`config.mk`:
```
export PLATFORM = sky130hd
export DESIGN_NAME = adder_tree_pipe
export DESIGN_NICKNAME = d
export VERILOG_FILES = /design/src/rtl/adder_tree_pipe.sv
export SDC_FILE = /design/constraint.sdc
export NUM_CORES = 1
export LEC_CHECK = 0
export BUFFER_PORTS_ARGS = -buffer_cell sky130_fd_sc_hd__buf_2
export CORE_UTILIZATION = 45
export DETAILED_ROUTE_END_ITERATION = 16
export PLACE_DENSITY = 0.64
export SYNTH_ARGS = -nofsm -noshare
export SYNTH_HDL_FRONTEND = slang
export SYNTH_SLANG_ARGS = --single-unit
```
`constraint.sdc`:
```
create_clock -name clk -period 5.4 [get_ports clk]
set_input_delay 0.54 -clock clk [delete_from_list [all_inputs] [get_ports clk]]
set_output_delay 0.54 -clock clk [all_outputs]
set_load 0.005 [all_outputs]
```
`src/rtl/adder_tree_pipe.sv`:
```
// adder_tree_pipe: fully pipelined tree summing 2**LEVELS operands, one register stage per level.
// Optional frame accumulator (acc_valid/acc_sum) is built only when ADDER_TREE_ACCUM_EN is defined.
module adder_tree_pipe #(
    parameter int ADDER_WIDTH = 13,
    parameter int LEVELS      = 3,
    parameter int SIGNED      = 0,
    parameter int ACC_LEN     = 4
) (
    input  logic                                          clk,
    input  logic                                          rst_n,
    input  logic                                          en,
    input  logic                                          in_valid,
    input  logic [(ADDER_WIDTH << LEVELS)-1:0]            in_data,
    output logic                                          out_valid,
    output logic [ADDER_WIDTH+LEVELS-1:0]                 sum
`ifdef ADDER_TREE_ACCUM_EN
    ,
    output logic                                          acc_valid,
    output logic [ADDER_WIDTH+LEVELS+$clog2(ACC_LEN)-1:0] acc_sum
`endif
);

    localparam int N     = 1 << LEVELS;
    localparam int SUM_W = ADDER_WIDTH + LEVELS;

    if (LEVELS < 1 || LEVELS > 6) begin : g_bad_levels
        $error("adder_tree_pipe: LEVELS must be in 1..6");
    end
    if (ACC_LEN < 2 || ACC_LEN > 256) begin : g_bad_acc_len
        $error("adder_tree_pipe: ACC_LEN must be in 2..256");
    end

    // Stage l holds N>>l values of ADDER_WIDTH+l bits; stage 0 is the input register.
    for (genvar l = 0; l <= LEVELS; l++) begin : g_stage
        localparam int SW = ADDER_WIDTH + l;
        localparam int SN = N >> l;

        logic [SN*SW-1:0] data;
        logic             valid;

        if (l == 0) begin : g_input
            // NOTE: state registers use non-blocking assignments so every stage samples
            // the pre-edge value of its predecessor; data registers are reset as well,
            // so sum reads 0 after reset rather than stale contents.
            always_ff @(posedge clk) begin
                if (!rst_n) begin
                    data  <= '0;
                    valid <= 1'b0;
                end else if (en) begin
                    data  <= in_data;
                    valid <= in_valid;
                end
            end
        end else begin : g_level
            logic [SN*SW-1:0] pair_sum;

            for (genvar k = 0; k < SN; k++) begin : g_pair
                logic [SW-2:0] lo;
                logic [SW-2:0] hi;
                logic [SW-1:0] lo_ext;
                logic [SW-1:0] hi_ext;

                assign lo = g_stage[l-1].data[(2*k)*(SW-1) +: SW-1];
                assign hi = g_stage[l-1].data[(2*k+1)*(SW-1) +: SW-1];

                // One extra bit per level keeps the pairwise add exact.
                if (SIGNED != 0) begin : g_sext
                    assign lo_ext = {lo[SW-2], lo};
                    assign hi_ext = {hi[SW-2], hi};
                end else begin : g_zext
                    assign lo_ext = {1'b0, lo};
                    assign hi_ext = {1'b0, hi};
                end

                assign pair_sum[k*SW +: SW] = lo_ext + hi_ext;
            end

            // Data loads on every advancing cycle regardless of valid; valid qualifies it.
            always_ff @(posedge clk) begin
                if (!rst_n) begin
                    data  <= '0;
                    valid <= 1'b0;
                end else if (en) begin
                    data  <= pair_sum;
                    valid <= g_stage[l-1].valid;
                end
            end
        end
    end

    assign sum       = g_stage[LEVELS].data;
    assign out_valid = g_stage[LEVELS].valid;

`ifdef ADDER_TREE_ACCUM_EN
    localparam int               CNT_W = $clog2(ACC_LEN);
    localparam int               ACC_W = SUM_W + CNT_W;
    localparam logic [CNT_W-1:0] LAST  = CNT_W'(ACC_LEN - 1);

    logic [CNT_W-1:0] frame_cnt;
    logic [ACC_W-1:0] acc;
    logic [ACC_W-1:0] sum_ext;
    logic [ACC_W-1:0] acc_next;
    logic             take;
    logic             wrap;

    assign sum_ext  = (SIGNED != 0) ? {{CNT_W{sum[SUM_W-1]}}, sum} : {{CNT_W{1'b0}}, sum};
    assign take     = en & out_valid;
    assign wrap     = take & (frame_cnt == LAST);
    assign acc_next = acc + sum_ext;

    // The closing sample goes straight into acc_sum and the accumulator restarts at 0.
    always_ff @(posedge clk) begin
        if (!rst_n) begin
            frame_cnt <= '0;
            acc       <= '0;
            acc_sum   <= '0;
            acc_valid <= 1'b0;
        end else begin
            acc_valid <= wrap;
            if (take) begin
                if (frame_cnt == LAST) begin
                    acc_sum   <= acc_next;
                    acc       <= '0;
                    frame_cnt <= '0;
                end else begin
                    acc       <= acc_next;
                    frame_cnt <= frame_cnt + 1'b1;
                end
            end
        end
    end
`endif

endmodule

```
After elaboration in Yosys (flattened, before gate mapping)
Index checks and enable logic that the tools add are counted.

word-level totals
  register bits after elaboration = 210
  bits of input ports = 108
  word-level logic and storage cells = 15

operators by class
  add/sub/neg operators = 7

operator list
  kind                     number
  adder 13 x 13 -> 14 bit  4
  adder 14 x 14 -> 15 bit  2
  adder 15 x 15 -> 16 bit  1

Logic depth before layout (Yosys ltp)
  word-level depth = 1
  gate-level depth with buffers = 9
  gate-level depth less buffers = 9

Worst setup path before layout
Ideal clock, no wire load.

  kind = register to register
  from = register g_stage[1].data[0]
  to = register g_stage[2].data[14]
  setup time = 137 ps
  data arrival time = 2101 ps
  data required time = 5263 ps
  setup slack = 3162 ps
  stages on the path, launching flop included = 9
  clock period less this slack = 2238 ps
  path through = dfxtp_1 ha_1 fa_1 a211oi_2 o21bai_1 a21oi_1 o21ai_1 a2111oi_0 a211oi_1

between the ends
  longest elaborated chain between the ends = 1

RTL lines
  what                     line  source
  start, declared          38    logic [SN*SW-1:0] data;
  start signal, assigned   84    data <= pair_sum;
  adder 14 x 14 -> 15 bit  75    assign pair_sum[k*SW +: SW] = lo_ext + hi_ext;
  end signal, assigned     84
  end, declared            38

No other way between the ends.
A chain may end at the register's enable or synchronous reset.

Worst setup path in the final report
Ends and elaborated chain as after synthesis.

==> reports/results.ini <==
[pwr]
total_power_uw = 4010
p_leak_uw = 0.00607
peakVddDrop_mv = 0.185
cellPowerDensity_nw_per_um2 = 305

[run_status]
status = finished with violations
violations = DRC

[setup_path]
required_ns = 5.76
critPathLaunchType = flop
crit_path_max_fanout = 4
cp_slowest_cell = a2111oi_0
ff2ff_path_depth = 8
criticalPathCategory = flop to flop
cp.arrival_ns = 3.01
max_stage_delay_ns = 0.46
endpoint_kind = flop
critical_path.cell_chain = ha_1, fa_1, a211oi_2, o21bai_1, a21oi_1, o21ai_1, a2111oi_0, a211oi_1

[global_route]
grt-ovfl-total = 0
antenna_found_initial = 0
grt_usage = 0.203
grt_pass1_wl_um = 44100
first_global_vias = 9083
grt_max_degree = 91

[synthesis]
synth_top_area_share = 0.367
netlist_area_um2 = 11500
ys_warn_count = 0
avgSynthCellArea_um2 = 8.96
synth_area_leader_cell = dfxtp_1
seq_area_frac_synth = 0.367
synth_cell_type_count = 66
syn_inst = 1279
synth_edf_count = 0
synth_seq_cells = 210
synth_fp_nets = 1489
netlist_top_cells_area = dfxtp_1, mux2i_1, ha_1
synth-main-ff-cell = dfxtp_1
async_reset_ff_frac = 0

[placed_design]
port_buffers = 124
dp_hpwl_um = 18500
place_congestion = 0.844
placed_area_um2 = 12300

[final_layout]
final_area_um2 = 13200
n_antenna_cell = 0
final_nets = 1590
drive_above_1_share = 0.136
syn2layout_area_growth_pct = 14.8

[clock_network]
cts_setup_buffers = 0
insertion_delay_ns = 0.52
hold_buffers = 0
cts_max_level = 1
cts_buffer_depth = 3
clk_pin_slew_worst_paths_ns = 0.06
cts_num_sinks = 210
cts_tree = done
cts_made_buffers = 24
cts-resized-gates = 0
clockRootBuffer = clkbuf_16

[floorplanning]
die_y_um = 162
dieWidth_um = 162
design.die.area_um2 = 26100
core_area_um2 = 25100
core.rowCount = 58
io_pins = 125
initial_core_util = 0.456

[timing]
fin_worst_skew_ns = 0.0131
report.final.slew_viol_count = 0
period_minus_slack_ns = 2.66
rsz0062_at_grt = no
tightest_slew_ns = 0.924
finalCritPeriodShare = 0.492
fmax_mhz = 377
relSlewSlack = 0.384
tns_ns = 0
setup-violations-final = 0
hold_viol = 0

[routing]
post-route-drc-count = 1
drtAntennaViolNets = 0
via_count = 9321
vias_per_cell = 5.40
first_iter_violations = 358
wl_um = 25900
wl_per_cell_um = 15.0
first_pass_iters = 11

[min_path]
holdCritPathClass = input pin to flop
holdPathStages = 3

[job]
cap_violations = 0

## registers in the layout (all words and copies together), names as in the netlist
signal	flops
g_stage.data	190
sum	16
out_valid	1
g_stage.valid	3
## synthesized netlist by cell type, types with 10 or more instances
library cell,number
dfxtp_1,210
nor2_1,210
mux2i_1,133
ha_1,95
a21oi_1,73
o21ai_0,65
nand2_1,61
clkbuf_1,38
inv_1,33
a21o_1,28
a211oi_1,25
xnor2_1,22
nand3_1,21
nor3_1,18
o211ai_1,18
or3_1,18
nor2b_1,16
o21a_1,16
buf_2,14
xor2_1,14
o21bai_1,10
## layer usage
layer  track usage  vias up  wire length [µm]
met5             0        -                 0
met4        0.0596        0               608
met3        0.0275       44              1000
met2         0.335      193             11800
met1         0.274     4255             12400
li1              -     4829                 -
## cell usage in the layout, fill, tap and decap left out, types with 21 or more instances in the layout
cell	instances
inv_1	32
dfxtp_1	210
clkbuf_16	25
nand3_1	21
buf_2	123
mux2i_1	133
a211oi_1	25
o21ai_0	65
nor2_1	209
ha_1	95
nand2_1	61
a21oi_1	73
a21o_1	28
xnor2_1	22
## power breakdown
group / internal, µW / switching, µW / leakage [µW]
Sequential: 1650 / 64.4 / 0.00173
Combinational: 265 / 330 / 0.00394
Clock: 1050 / 646 / 0.000407
## through the flow
step	utilization	cells	setup slack [ns]	hold WS, ns
global placement	0.491	1684	2.61	0.442
floorplan	-	1279	3.16	0.429
detailed placement	0.491	1684	2.57	0.443
CTS	0.524	1726	2.77	0.237
finish	0.524	1726	2.74	0.254
global route	0.524	1726	2.61	0.248
## cells by family after synthesis
logic type / share of synthesized area
and+or+nand+nor: 0.153
AOI/OAI and AO/OA: 0.190
DFF: 0.367
muxes: 0.116
adders and majority gates: 0.116
buffers and inverters: 0.0307
xor gates and xnor gates: 0.0275
## critical path, delay by kind of cell, from the launching register on
kind	cells	cell delay, ns
compound gates	6	1.51
fa+ha+maj	2	0.67
flops	1	0.32
## worst paths after layout
check,start,end,slack [ns]
worst min register to register,sum[13],sum[13],0.45
worst max-delay path,g_stage[1].data[0],g_stage[2].data[14],2.74
worst min-delay path,in_data[3],g_stage[0].data[3],0.25
worst max register to register,g_stage[1].data[0],g_stage[2].data[14],2.74
## cell type report
cell class              instances  area, µm²
flip-flops and latches        210       4200
clock inverters                 8        118
fillers                      2441      12000
repair buffers                131        682
well taps                     330        413
clock buffers                  34        709
inverters                      33        126
multi-input cells             980       6900
Power figures use the tool's default switching activity.
